<file path="src/rtl/lsu_controller.sv">
// lsu_controller: RV32I load/store sequencer between execute stage and a
// req/ack word-wide data-memory bus. One access in flight at a time.
// Optional feature macro: MISALIGN_TRAP_EN
//   defined   -> misaligned half/word accesses trap (IDLE->ERR, no bus cycle)
//   undefined -> misaligned low address bits are cleared and the access runs
module lsu_controller #(
  parameter int unsigned TIMEOUT_CYCLES = 16
) (
  input  logic        clk_i,
  input  logic        rst_i,
  input  logic        req_valid_i,
  output logic        ready_o,
  input  logic        is_store_i,
  input  logic [2:0]  funct3_i,
  input  logic [31:0] addr_i,
  input  logic [31:0] wdata_i,
  output logic        done_o,
  output logic        err_o,
  output logic [31:0] rdata_o,
  output logic        mem_req_o,
  output logic        mem_we_o,
  output logic [31:0] mem_addr_o,
  output logic [3:0]  mem_be_o,
  output logic [31:0] mem_wdata_o,
  input  logic        mem_ack_i,
  input  logic [31:0] mem_rdata_i
);

  localparam int unsigned CNT_W = (TIMEOUT_CYCLES > 2) ? $clog2(TIMEOUT_CYCLES) : 1;
  localparam logic [CNT_W-1:0] CNT_LAST = CNT_W'(TIMEOUT_CYCLES - 1);

  typedef enum logic [1:0] {
    IDLE = 2'd0,
    REQ  = 2'd1,
    DONE = 2'd2,
    ERR  = 2'd3
  } state_t;

  state_t            state_q, state_d;
  logic [CNT_W-1:0]  cnt_q, cnt_d;
  logic [2:0]        funct3_q, funct3_d;
  logic [1:0]        off_q, off_d;
  logic              is_store_q, is_store_d;
  logic              ready_q, ready_d;
  logic              done_q, done_d;
  logic              err_q, err_d;
  logic [31:0]       rdata_q, rdata_d;
  logic              mem_req_q, mem_req_d;
  logic              mem_we_q, mem_we_d;
  logic [31:0]       mem_addr_q, mem_addr_d;
  logic [3:0]        mem_be_q, mem_be_d;
  logic [31:0]       mem_wdata_q, mem_wdata_d;

  logic              req_illegal;
  logic [1:0]        req_off;
  logic [3:0]        req_be;
  logic [31:0]       req_wdata;
  logic [7:0]        byte_lane;
  logic [15:0]       half_lane;
  logic [31:0]       load_ext;

  // Classify the incoming request and build its lane offset, byte enables and replicated data
  always_comb begin
    req_off     = addr_i[1:0];
    req_illegal = (funct3_i == 3'b011) || (funct3_i[2:1] == 2'b11) ||
                  (is_store_i && funct3_i[2]);
`ifdef MISALIGN_TRAP_EN
    if ((funct3_i[1:0] == 2'b01 && addr_i[0]) ||
        (funct3_i[1:0] == 2'b10 && addr_i[1:0] != 2'b00)) begin
      req_illegal = 1'b1;
    end
`else
    if (funct3_i[1:0] == 2'b01) begin
      req_off[0] = 1'b0;
    end else if (funct3_i[1:0] == 2'b10) begin
      req_off = 2'b00;
    end
`endif
    case (funct3_i[1:0])
      2'b00: begin
        req_be    = 4'b0001 << req_off;
        req_wdata = {4{wdata_i[7:0]}};
      end
      2'b01: begin
        req_be    = 4'b0011 << {req_off[1], 1'b0};
        req_wdata = {2{wdata_i[15:0]}};
      end
      default: begin
        req_be    = 4'b1111;
        req_wdata = wdata_i;
      end
    endcase
  end

  // Select the addressed lane of the bus word and sign/zero-extend it by funct3
  always_comb begin
    case (off_q)
      2'b00:   byte_lane = mem_rdata_i[7:0];
      2'b01:   byte_lane = mem_rdata_i[15:8];
      2'b10:   byte_lane = mem_rdata_i[23:16];
      default: byte_lane = mem_rdata_i[31:24];
    endcase
    half_lane = off_q[1] ? mem_rdata_i[31:16] : mem_rdata_i[15:0];
    case (funct3_q)
      3'b000:  load_ext = {{24{byte_lane[7]}}, byte_lane};
      3'b001:  load_ext = {{16{half_lane[15]}}, half_lane};
      3'b010:  load_ext = mem_rdata_i;
      3'b100:  load_ext = {24'd0, byte_lane};
      3'b101:  load_ext = {16'd0, half_lane};
      default: load_ext = 32'd0;
    endcase
  end

  // Next-state and next-output computation; outputs derive from the next state so they leave flops
  always_comb begin
    state_d     = state_q;
    cnt_d       = '0;
    funct3_d    = funct3_q;
    off_d       = off_q;
    is_store_d  = is_store_q;
    mem_addr_d  = mem_addr_q;
    mem_be_d    = mem_be_q;
    mem_wdata_d = mem_wdata_q;
    rdata_d     = 32'd0;

    case (state_q)
      IDLE: begin
        if (req_valid_i) begin
          funct3_d    = funct3_i;
          off_d       = req_off;
          is_store_d  = is_store_i;
          mem_addr_d  = {addr_i[31:2], 2'b00};
          mem_be_d    = req_be;
          mem_wdata_d = req_wdata;
          state_d     = req_illegal ? ERR : REQ;
        end
      end
      REQ: begin
        if (mem_ack_i) begin
          state_d = DONE;
          rdata_d = is_store_q ? 32'd0 : load_ext;
        end else if (cnt_q == CNT_LAST) begin
          state_d = ERR;
        end else begin
          cnt_d = cnt_q + CNT_W'(1);
        end
      end
      default: begin
        state_d = IDLE;
      end
    endcase

    ready_d   = (state_d == IDLE);
    mem_req_d = (state_d == REQ);
    mem_we_d  = (state_d == REQ) && is_store_d;
    done_d    = (state_d == DONE) || (state_d == ERR);
    err_d     = (state_d == ERR);
  end

  // State, datapath and output registers with synchronous reset
  always_ff @(posedge clk_i) begin
    if (rst_i) begin
      state_q     <= IDLE;
      cnt_q       <= '0;
      funct3_q    <= 3'd0;
      off_q       <= 2'd0;
      is_store_q  <= 1'b0;
      ready_q     <= 1'b1;
      done_q      <= 1'b0;
      err_q       <= 1'b0;
      rdata_q     <= 32'd0;
      mem_req_q   <= 1'b0;
      mem_we_q    <= 1'b0;
      mem_addr_q  <= 32'd0;
      mem_be_q    <= 4'd0;
      mem_wdata_q <= 32'd0;
    end else begin
      state_q     <= state_d;
      cnt_q       <= cnt_d;
      funct3_q    <= funct3_d;
      off_q       <= off_d;
      is_store_q  <= is_store_d;
      ready_q     <= ready_d;
      done_q      <= done_d;
      err_q       <= err_d;
      rdata_q     <= rdata_d;
      mem_req_q   <= mem_req_d;
      mem_we_q    <= mem_we_d;
      mem_addr_q  <= mem_addr_d;
      mem_be_q    <= mem_be_d;
      mem_wdata_q <= mem_wdata_d;
    end
  end

  assign ready_o     = ready_q;
  assign done_o      = done_q;
  assign err_o       = err_q;
  assign rdata_o     = rdata_q;
  assign mem_req_o   = mem_req_q;
  assign mem_we_o    = mem_we_q;
  assign mem_addr_o  = mem_addr_q;
  assign mem_be_o    = mem_be_q;
  assign mem_wdata_o = mem_wdata_q;

endmodule

</file>
<file path="config.mk">
export PLATFORM = sky130hd
export DESIGN_NAME = lsu_controller
export DESIGN_NICKNAME = d
export VERILOG_FILES = /design/src/rtl/lsu_controller.sv
export SDC_FILE = /design/constraint.sdc
export NUM_CORES = 1
export LEC_CHECK = 0
export BUFFER_PORTS_ARGS = -buffer_cell sky130_fd_sc_hd__buf_2
export CORE_ASPECT_RATIO = 1.5
export CORE_MARGIN = 8
export CORE_UTILIZATION = 45
export CTS_CLUSTER_SIZE = 30
export DETAILED_ROUTE_END_ITERATION = 8
export PLACE_DENSITY = 0.78
export SETUP_SLACK_MARGIN = 0.15
export SYNTH_ARGS = -nofsm -noshare
export SYNTH_HDL_FRONTEND = slang
export SYNTH_SLANG_ARGS = --single-unit
</file>
<file path="constraint.sdc">
create_clock -name clk_i -period 4.55 [get_ports clk_i]
set_input_delay 0.2275 -clock clk_i [delete_from_list [all_inputs] [get_ports clk_i]]
set_output_delay 0.2275 -clock clk_i [all_outputs]
set_load 0.02 [all_outputs]
</file>
==> results, run 1 <==
- The number of routed nets with antenna violations is 0.
- The unique cell type count in the Yosys netlist is 42.
- The mean area per synthesized cell is approximately 8.6 um^2.
- The port buffer count is roughly 210.
- The count of buffers added by post-CTS timing repair for setup is 0.
- The post-layout net count is 828.
- The area of the die is 13,800 um^2.
- The floorplan has 45 rows.
- Setup violations remaining at the end of the flow were counted as 0.
- The worst max-slew margin expressed relative to the limit is 22.7%.
- The post-synthesis register bit count is ~120.
- The total count of max-transition violations in the final report was 0.
- The portion of the clock cycle consumed by the worst path in the final layout is a little over half.
- The combined global-route utilization of all metal layers is 20.7%.
- The post-layout instance count excluding filler cells is roughly 850.
- The critical path is of the reg2reg type.
- The via count of the first global-routing pass is 4,773.
- The global-route wire length before repair is 23.1 mm.
- At the end of routability-driven placement, the weighted congestion stood at 0.962.
- In the post-synthesis netlist, the biggest area contributors are dfxtp_1 50%, nand2_1 9.7%, a21oi_1 6.6%.
- Of the cells placed in the final design, the portion with a size suffix greater than 1 is about a third.
- Setup repair after global routing left no endpoint under its margin.
- The number of antenna violations at the first check in global routing is 0.
- The analysis attributes to cell leakage a power of 3.04 nW.
- The root cell of the clock tree is clkbuf_16.
- The pre-antenna-repair detailed-routing pass consisted of 5 iterations.
- The total clock buffers created by CTS is 17.
- The synthesized instance count is 535.
- The number of violations reported at the end of detailed-routing iteration 0 is 226.
- The final critical path time including I/O delays and setup is 2.40 ns.
- The clock slew at the register clock pins of the worst setup and hold paths is ~0.050 ns.
- After floorplanning, the core was sized to cover 10,100 um^2.
- The critical path contains buffers and inverters numbering 0 combined.
- Counting flops with a built-in enable in the synthesized netlist gives 0.
- The average detailed-routed wire length per instance is 17.2 um.
- The number of gates resized after CTS was 0.
- The run finished with clean final reports.
- The clock tree from TritonCTS is built.
- The clock latency on the worst-skew pair is 0.40 ns.
- After detailed routing, the total wire length is 14.7 mm.
- From bottom edge to top edge, the die measures 140 um.
- Of the post-synthesis cell area, the dominant cell type holds 49.8%.
- Walking the worst path, the cells encountered are nor3b_1 -> and3_1 -> a21o_1.
- The post-synthesis cell area is 4620 um^2.
- Leaving out fill and tap cells, the most frequent cell in the layout is buf_2.
- The startpoint class of the critical path is a flip-flop.
- After clock tree synthesis, the flow added hold-fix buffers numbering 0.
- The final HPWL from detailed placement is 10.9 mm.
- The H-tree generated during clock tree synthesis spans 4 levels.
- The maximum VDD drop is 0.338 mV.
- The tree built by TritonCTS fans out to about 120 sinks.
- Along the worst path, the maximum fanout reaches 16.
- In this run the horizontal extent of the chip is slightly below 100 um.
- The standard cell with the maximum stage delay on the critical path is nor3b_1.
- The number of hold violations in the final report is 0.
- Using the TritonRoute via totals, the vias-per-cell ratio works out to 5.44.
- The worst stage delay on the critical path is approximately 0.94 ns.
- For this run, asynchronously set or reset flops after synthesis account for 0%.
- Data on the critical path arrives at its endpoint at around 2.7 ns.
- The layout overhead on the synthesized area is 35.7%.
- The family of cells with the greatest summed delay on the critical path is simple AND/OR/NAND/NOR gates.
- STA classifies the critical path endpoint as a flip-flop.
- On the final layout, the worst clock skew is 0.00589 ns.
- The post-place instance area is 5650 um^2.
- The number of placed instances, taps included, is between 800 and 900.
- The max-cap violation count is 0.
- The largest area contributor in the synthesized netlist is dfxtp_1.
- The post-route worst hold slack is 0.0463 ns.
- For the pin with the worst max-slew slack, the measured transition is 1.16 ns.
- Setup total negative slack on the finished layout was measured at 0 ns.
- The repair_antennas step left the layout with diodes totalling 0.
- Dividing total power by cell area gives a power density of ~460 nW/um^2.
- The portion of the post-synthesis area used by sequential elements is 49.8%.
- Once the floorplan was initialized, standard cells occupied between 40% and 50% of the core.
- The top cell types in the final layout, fill and taps aside, are 206 x buf_2, 120 x nand2_1, 115 x dfxtp_1.
- The remaining design rule violation count is 0.
- The detailed router placed 4,639 vias in this run.
- Among all flip-flop cells after synthesis, the most frequent one is dfxtp_1.
- The highest achievable clock rate is 0.416 GHz.
- The count of boundary I/O pins is 209.
- The path category of the worst min-delay check is in2reg.
- The sum of overflow across all layers after global routing is 0.
- Measured on the finished design, the core utilization comes to 62.2%.
- The number of buffers on the longest clock path is 2.
- The final instance area is between 6000 and 7000 um^2.
- Data on the critical path is required at its endpoint by 4.89 ns.
- The total of warnings raised by yosys is 0.
- The pin count of the biggest net entering global routing is a little under 80.
layer usage:
metal	vias up	share of wire [%]	GRT usage [%]
met2	235	50	36.0
met1	2158	37	20.4
met5	-	0	0
li1	2202	-	-
met3	44	9.1	8.43
met4	0	3.9	11.0
where the power goes:
group	internal, mW	total, mW	switching, mW
registers	1.07	1.10	0.0362
clock network	0.929	1.38	0.456
logic	0.145	0.401	0.256
total	2.14	2.89	0.748
cell type report:
type,count,area (um^2)
sequential,115,2300
inverter,4,15.0
tap,117,146
multi-input combinational,376,2130
clock inverter,13,183
timing repair buffer,209,1050
clock buffer,19,443
fill,863,3800
metrics by stage:
| step | setup WS, ns | power [mW] |
|---|---|---|
| 2_1_floorplan | 3.07 | 1.37 |
| 3_3_place_gp | 2.39 | 1.51 |
| 3_5_place_dp | 2.16 | 1.53 |
| 4_1_cts | 2.21 | 2.91 |
| 5_1_grt | 1.89 | 3.00 |
| 6_report | 2.15 | 2.89 |
synthesized netlist by cell type, types with 5 or more instances:
library cell,n
o21ai_0,18
dfxtp_1,115
nand2_1,120
a21oi_1,61
a21oi_2,8
a21o_1,17
nand3_1,5
mux2i_1,27
buf_2,7
mux2_1,7
nor2_1,49
a222oi_1,7
clkbuf_1,28
a311oi_1,8
a211oi_1,8
worst paths after layout:
check	startpoint	end	slack, ns	cells past startpoint
setup / recovery	funct3_q[1]	rdata_o[30]	2.15	3
hold / removal	mem_rdata_i[21]	rdata_o[21]	0.05	2
setup reg to reg	funct3_q[1]	rdata_o[30]	2.15	3
hold reg to reg	mem_addr_o[29]	mem_addr_o[29]	0.45	2
registers in the layout, summed over array words and instances, names as in the netlist:
name and flops:
cnt_q 4, done_o 1, err_o 1, funct3_q 3
is_store_q 1, mem_addr_o 30, mem_be_o 4, mem_req_o 1
mem_wdata_o 32, mem_we_o 1, off_q 2, rdata_o 32
ready_o 1, state_q 2
cell families after synthesis:
group	after synthesis	share of synthesized area (%)
other	1	0.0811
and+or+nand+nor	198	18.6
muxes	37	8.28
DFF	115	49.8
xor gates and xnor gates	2	0.379
AOI/OAI and AO/OA	136	18.3
buffers and inverters	45	4.33
adders and majority gates	1	0.271
(Power assumes the default switching activity.)
==> run 2, diff against run 1 <==
clock period = 2.3 ns   (was 4.55 ns; I/O delays follow)
==> run 2 against run 1 <==
Net effect: die area unchanged; setup slack lost 1.7 ns; combinational power is 130% higher; utilization up 7.3 points; worst hold slack worse by 0.025 ns; first-iteration DRC count rose by 23%; clock skew grew 0.0023 ns; final area rose by 12%; global-route usage rose by 2.3 points; critical path depth increased by 1; highest routed layer unchanged.
==> results, run 2 (synthesis results as in run 1) <==
- The worst flop-to-flop path startpoint is state_q[0].
- The number of gates given a new drive strength after cts is 0 (unchanged).
- The number of routed nets with antenna violations is 0 (unchanged).
- The total count of max-transition violations in the final report came to 0 (unchanged).
- The post-place setup slack is 0.448 ns (-1.72 ns).
- The area growth from synthesis to layout is 51.5%.
- The number of sinks handled by clock tree synthesis is 115 (unchanged).
- The count of boundary I/O pins came to 209 (unchanged).
- The initial core utilization is 45.9% (unchanged).
- The worst path required time was 2.64 ns (-2.25 ns).
- The largest fanout of any net on the critical path is 16 (unchanged).
- The routability congestion estimate is 0.933 (-3.0%).
- The setup slack on the worst flop-to-flop path is 0.40 ns (-1.75 ns).
- The share of final-layout standard cells stronger than drive strength 1 was 32.6% (-2.5 points).
- The highest achievable clock rate is 0.526 GHz (+26%).
- The flow ran to the end, and the final reports show no timing, DRC or antenna violations.
- The post-layout net count came to 896 (+8.2%).
- In this run the most used layer during global routing was met2.
- The number of setup violations in the final report is 0 (unchanged).
- The actual transition at the worst max-transition pin came to 0.849 ns (-0.310 ns).
- The root cell of the clock tree is clkbuf_16.
- The total power is 6.06 mW (+110%).
- The vertical die dimension came to 140 um (unchanged).
- The iteration count of the initial detailed-routing pass is 5 (unchanged).
- In the layout the commonest cells are 206 x buf_2, 120 x nand2_1, 115 x dfxtp_1.
- The met2 track utilization from global routing is 41.1% (+5.1 points).
- The clock tree from TritonCTS is built.
- The global-route met3 utilization is 8.18% (-0.25 points).
- The clock slew at the register clock pins of the worst setup and hold paths was 0.05 ns (about the same).
- The via count of the first global-routing pass was 5,018 (+5.1%).
- The area of the die is 13,800 um^2 (unchanged).
- The count of buffers added by post-CTS timing repair for setup was 0 (unchanged).
- The path category of the worst min-delay check is in2reg.
- Setup repair after global routing left no endpoint under its margin.
- The critical path starts at state_q[0].
- The number of violations reported at the end of detailed-routing iteration 0 came to 279 (+23%).
- The final instance area is 7000 um^2 (+12%).
- The number of hold violations in the final report was 0 (unchanged).
- The post-place instance area is 5690 um^2 (+0.75%).
- The most frequent standard cell in the layout excluding fill and tap cells is buf_2.
- In this run the critical register-to-register path is captured at rdata_o[26].
- The leakage power total came to 3.36 nW (+10%).
- The total wire length came to 16.2 mm (+10%).
- The level count of the clock H-tree is 4 (unchanged).
- The number of placement rows came to 45 (unchanged).
- The accumulated negative setup slack is 0 ns (unchanged).
- The worst-case setup margin in the final layout was 0.398 ns (-1.75 ns).
- The element type at the critical path end is a flip-flop.
- The worst max-slew margin expressed relative to the limit is 42.9% (+20 points).
- The average detailed-routed wire length per instance is 17.5 um (+2.0%).
- The data arrival time of the worst path is 2.25 ns (-0.49 ns).
- The final critical path time including I/O delays and setup was 1.90 ns (-0.501 ns).
- The total inserted antenna cells is 0 (unchanged).
- The global-route wire length before repair is 25.4 mm (+10%).
- The via count of the routed design was 4,911 (+5.9%).
- The number of buffers on the longest clock path was 2 (unchanged).
- The depth of the worst register-to-register path was 4 (+1).
- The maximum VDD drop came to 0.562 mV (+66%).
- The critical path start-end classification is reg2reg.
- The portion of the clock cycle consumed by the worst path in the final layout is 82.7% (+30 points).
- The startpoint class of the critical path is a flip-flop.
- The combined global-route utilization of all metal layers was 23.0% (+2.3 points).
- The total core area is 10,100 um^2 (unchanged).
- The worst setup path endpoint is rdata_o[26].
- The per-cell via count in the routed design came to 5.33 (-2.0%).
- The max-cap violation count is 0 (unchanged).
- The final HPWL from detailed placement is 11.1 mm (+2.1%).
- The clock latency on the worst-skew pair is 0.40 ns (about the same).
- The setup clock skew after layout is 0.00823 ns (+0.00234 ns).
- The number of antenna violations at the first check in global routing came to 0 (unchanged).
- The total clock buffers created by CTS came to 17 (unchanged).
- The horizontal extent of the die is 98.8 um (unchanged).
- The pin count of the biggest net entering global routing is 76 (-1.3%).
- The port buffer count is 206 (unchanged).
- The sum of overflow across all layers after global routing is 0 (unchanged).
- The power per standard cell area is 865 nW/um^2 (+88%).
- The remaining design rule violation count was 0 (unchanged).
- The met1 routing resource usage after global routing is 22.3% (+1.9 points).
run 2: cell count changes in the layout (fill, tap and decap cells not counted):
| cell | delta |
|---|---|
| buf_12 | +1 |
| buf_4 | +3 |
| bufinv_16 | +2 |
| clkinv_2 | -1 |
| clkinvlp_4 | -1 |
| dlygate4sd3_1 | +64 |
run 2: metrics by stage:
stage               hold WS, ns  util [%]  cells
finish                   0.0216      69.5    921
global route             0.0232      69.5    921
CTS                     0.00143      69.5    921
detailed placement        0.334      56.5    825
global placement          0.328      56.5    825
floorplan                 0.192         -    536
run 2: report_power, final:
| part | internal [mW] | leakage, nW | switching, mW |
|---|---|---|---|
| registers | 2.11 | 0.941 | 0.0670 |
| logic | 0.368 | 2.10 | 0.539 |
| clock network | 2.06 | 0.320 | 0.911 |
run 2: what timing repair did:
action / 4_1_cts / 5_1_grt
hold endpoints to repair: 64 / 0
endpoints found under the setup margin: 0 / 0
hold buffers: 64 / 0
run 2: worst min-delay path by stage:
stage / to / slack [ns] / depth (start not counted) / from
2_1_floorplan: is_store_q / 0.19 / 1 / rst_i
3_3_place_gp: rdata_o[18] / 0.33 / 2 / mem_rdata_i[18]
3_5_place_dp: rdata_o[19] / 0.33 / 2 / mem_rdata_i[19]
4_1_cts: mem_wdata_o[9] / 0.001 / 3 / wdata_i[9]
5_1_grt: mem_wdata_o[0] / 0.02 / 3 / wdata_i[0]
6_report: off_q[1] / 0.02 / 3 / addr_i[1]
run 2: layout make-up:
type | count | area (um^2)
Tap cell | 117 | 146
Multi-Input combinational cell | 376 | 2130
Clock inverter | 13 | 230
Timing Repair Buffer | 277 | 1740
Clock buffer | 19 | 443
Inverter | 4 | 15.0
Sequential cell | 115 | 2300
Fill cell | 769 | 3070
run 2: routing by layer:
| metal | part of all wire [%] | wire [um] |
|---|---|---|
| met2 | 51 | 8260 |
| met5 | 0 | 0 |
| met4 | 4.6 | 743 |
| met3 | 8.1 | 1310 |
| met1 | 36 | 5850 |
run 2: worst max-delay path, stage by stage, from the launching register on:
cell and delay [ns]:
dfxtp_1 0.46, nor4b_4 0.31, nand2_2 0.23, nor4_4 0.68
a21o_1 0.15
==> run 3, diff against run 2 <==
clock period = 1.95 ns   (was 2.3 ns; I/O delays follow)
==> run 3 against run 2 <==
Net effect: worst hold slack worse by 0.0059 ns; first-iteration DRC count decreased by 5.0%; setup slack lost 0.11 ns; routed wire length increased by 5.2%; global-route usage is 0.86 points higher; critical path type unchanged; critical endpoint is now rdata_o[15]; largest cell class unchanged.
==> results, run 3 (synthesis results as in run 1) <==
- The flow ran to the end, and the final reports show no timing, DRC or antenna violations.
- The global-route wire length before repair came to 26.3 mm (+3.3%).
- The core occupancy in the finished layout came to 70.9% (+1.4 points).
- The horizontal extent of the die is 98.8 um (unchanged).
- The number of placement rows came to 45 (unchanged).
- The total wire length was 17.0 mm (+5.2%).
- The path category of the worst min-delay check is in2reg.
- The worst-case setup margin in the final layout is 0.293 ns (-0.105 ns).
- The combined global-route utilization of all metal layers was 23.9% (+0.86 points).
- The max-cap violation count is 0 (unchanged).
- The remaining design rule violation count is 0 (unchanged).
- The routability congestion estimate is 0.952 (+2.0%).
- The accumulated negative setup slack is 0 ns (unchanged).
- The vertical die dimension was 140 um (unchanged).
- The sum of overflow across all layers after global routing is 0 (unchanged).
- The library cell used most frequently in the layout, excluding fill and tap cells, is buf_2.
- The layout overhead on the synthesized area is 54.5%.
- The actual transition at the worst max-transition pin is 0.804 ns (-0.0453 ns).
- The port buffer count is 206 (unchanged).
- The setup clock skew after layout is 0.00759 ns (-0.000642 ns).
- The data arrival time of the worst path is 1.98 ns (-0.27 ns).
- The net switching power of the design is 1.76 mW (+16%).
- The portion of total power attributed to sequential cells came to 36.3% (+0.3 points).
- The critical path start-end classification is reg2reg.
- The number of antenna violations at the first check in global routing was 1 (+1).
- The total core area was 10,100 um^2 (unchanged).
- The leakage power total was 3.42 nW (+1.9%).
- The number of sinks handled by clock tree synthesis is 115 (unchanged).
- The per-cell via count in the routed design is 5.37 (+0.67%).
- The fraction of power spent switching nets came to 24.9% (-0.12 points).
- The final HPWL from detailed placement is 11.4 mm (+2.6%).
- The element type at the critical path end is a flip-flop.
- The clock slew at the register clock pins of the worst setup and hold paths is 0.05 ns (about the same).
- The maximum VDD drop is 0.815 mV (+45%).
- The clock latency on the worst-skew pair was 0.40 ns (about the same).
- The number of buffers on the longest clock path is 2 (unchanged).
- The largest fanout of any net on the critical path came to 8 (-8).
- The level count of the clock H-tree came to 4 (unchanged).
- The total count of max-transition violations in the final report is 0 (unchanged).
- The post-place setup slack is 0.185 ns (-0.263 ns).
- The number of violations reported at the end of detailed-routing iteration 0 is 265 (-5.0%).
- The worst stage delay on the critical path is 0.52 ns (-0.16 ns).
- The root cell of the clock tree is clkbuf_16.
- The worst max-slew margin expressed relative to the limit was 46.4% (+3.4 points).
- The number of routed nets with antenna violations is 0 (unchanged).
- The total clock buffers created by CTS is 17 (unchanged).
- The clock tree from TritonCTS is built.
- The number of hold violations in the final report came to 0 (unchanged).
- The post-layout net count was 910 (+1.6%).
- The via count of the routed design is 5,035 (+2.5%).
- The area of the die is 13,800 um^2 (unchanged).
- The final critical path time including I/O delays and setup is 1.66 ns (-0.245 ns).
- The worst path required time is 2.28 ns (-0.36 ns).
- The pin count of the biggest net entering global routing was 76 (unchanged).
- The power per standard cell area is 991 nW/um^2 (+15%).
- The number of setup violations in the final report is 0 (unchanged).
- The total internal power was 5.31 mW (+17%).
- The post-layout instance count excluding filler cells is 938 (+1.8%).
- In the layout the commonest cells are 206 x buf_2, 120 x nand2_1, 115 x dfxtp_1.
- The iteration count of the initial detailed-routing pass is 7 (+2).
- The count of boundary I/O pins is 209 (unchanged).
- Traced cell by cell, the critical path runs through mux2_2 -> or4_4 -> a21oi_2.
- The average detailed-routed wire length per instance is 18.1 um (+3.3%).
- The via count of the first global-routing pass is 5,193 (+3.5%).
- The clock network fraction of total power is 47.9% (-1.1 points).
- The highest achievable clock rate was 0.603 GHz (+15%).
- The instance count after placement with tap cells included is 830 (+0.61%).
- The portion of the clock cycle consumed by the worst path in the final layout is 85.0% (+2.3 points).
- The share of final-layout standard cells stronger than drive strength 1 came to 32.6% (+0.054 points).
- The standard cell with the maximum stage delay on the critical path is dfxtp_1.
- The startpoint class of the critical path is a flip-flop.
- Setup repair after global routing left no endpoint under its margin.
- The power share of the combinational group was 15.8% (+0.8 points).
- The total power was 7.08 mW (+17%).
- The initial core utilization was 45.9% (unchanged).
run 3: area by class of cell:
| cell class | instances | area, um^2 |
|---|---|---|
| antenna | 3 | 7.51 |
| tap | 117 | 146 |
| fill | 735 | 2930 |
| clock inverter | 9 | 175 |
| sequential | 115 | 2300 |
| timing repair buffer | 291 | 1890 |
| multi-input combinational | 376 | 2130 |
| clock buffer | 23 | 478 |
| inverter | 4 | 15.0 |
run 3: repair_timing:
action | 4_1_cts | 5_1_grt
hold buffers | 72 | 0
endpoints found under the hold margin | 71 | 0
endpoints found under the setup margin | 0 | 19
buffers inserted | 0 | 1
resized for setup | 0 | 1
run 3: path summary, 6_finish.rpt:
| path | cells past startpoint | from | to | slack, ns |
|---|---|---|---|---|
| hold reg to reg | 2 | mem_wdata_o[4] | mem_wdata_o[4] | 0.45 |
| setup / recovery | 3 | off_q[1] | rdata_o[15] | 0.29 |
| hold / removal | 3 | wdata_i[15] | mem_wdata_o[15] | 0.02 |
| setup reg to reg | 3 | off_q[1] | rdata_o[15] | 0.29 |
run 3: routing by layer:
metal  up-vias  global-route usage (%)  routed length (um)
met3        57                    8.18                1520
met5         -                       0                   0
met4         0                    13.1                 786
met2       285                    42.6                8800
met1      2319                    23.4                5890
li1       2374                       -                   -
run 3: stage by stage:
stage | hold WS [ns] | area [um^2]
2_1_floorplan | 0.175 | 4630
3_3_place_gp | 0.323 | 5740
3_5_place_dp | 0.323 | 5740
4_1_cts | 0.00286 | 7110
5_1_grt | 0.0216 | 7140
6_report | 0.0157 | 7140
run 3: power by group through the flow:
stage	sequential [mW]	clock, mW	combinational (mW)
2_1_floorplan	2.76	0	0.435
3_3_place_gp	2.61	0	0.954
3_5_place_dp	2.61	0	0.978
4_1_cts	2.57	3.45	1.09
5_1_grt	2.58	3.56	1.20
6_report	2.57	3.39	1.12
run 3: critical path, delay by kind of cell (launching register included):
| kind | cells | cell delay [ns] |
|---|---|---|
| flip-flops | 1 | 0.52 |
| AND/OR/NAND/NOR | 1 | 0.52 |
| multiplexers | 1 | 0.40 |
| AO/OA/AOI/OAI | 1 | 0.14 |
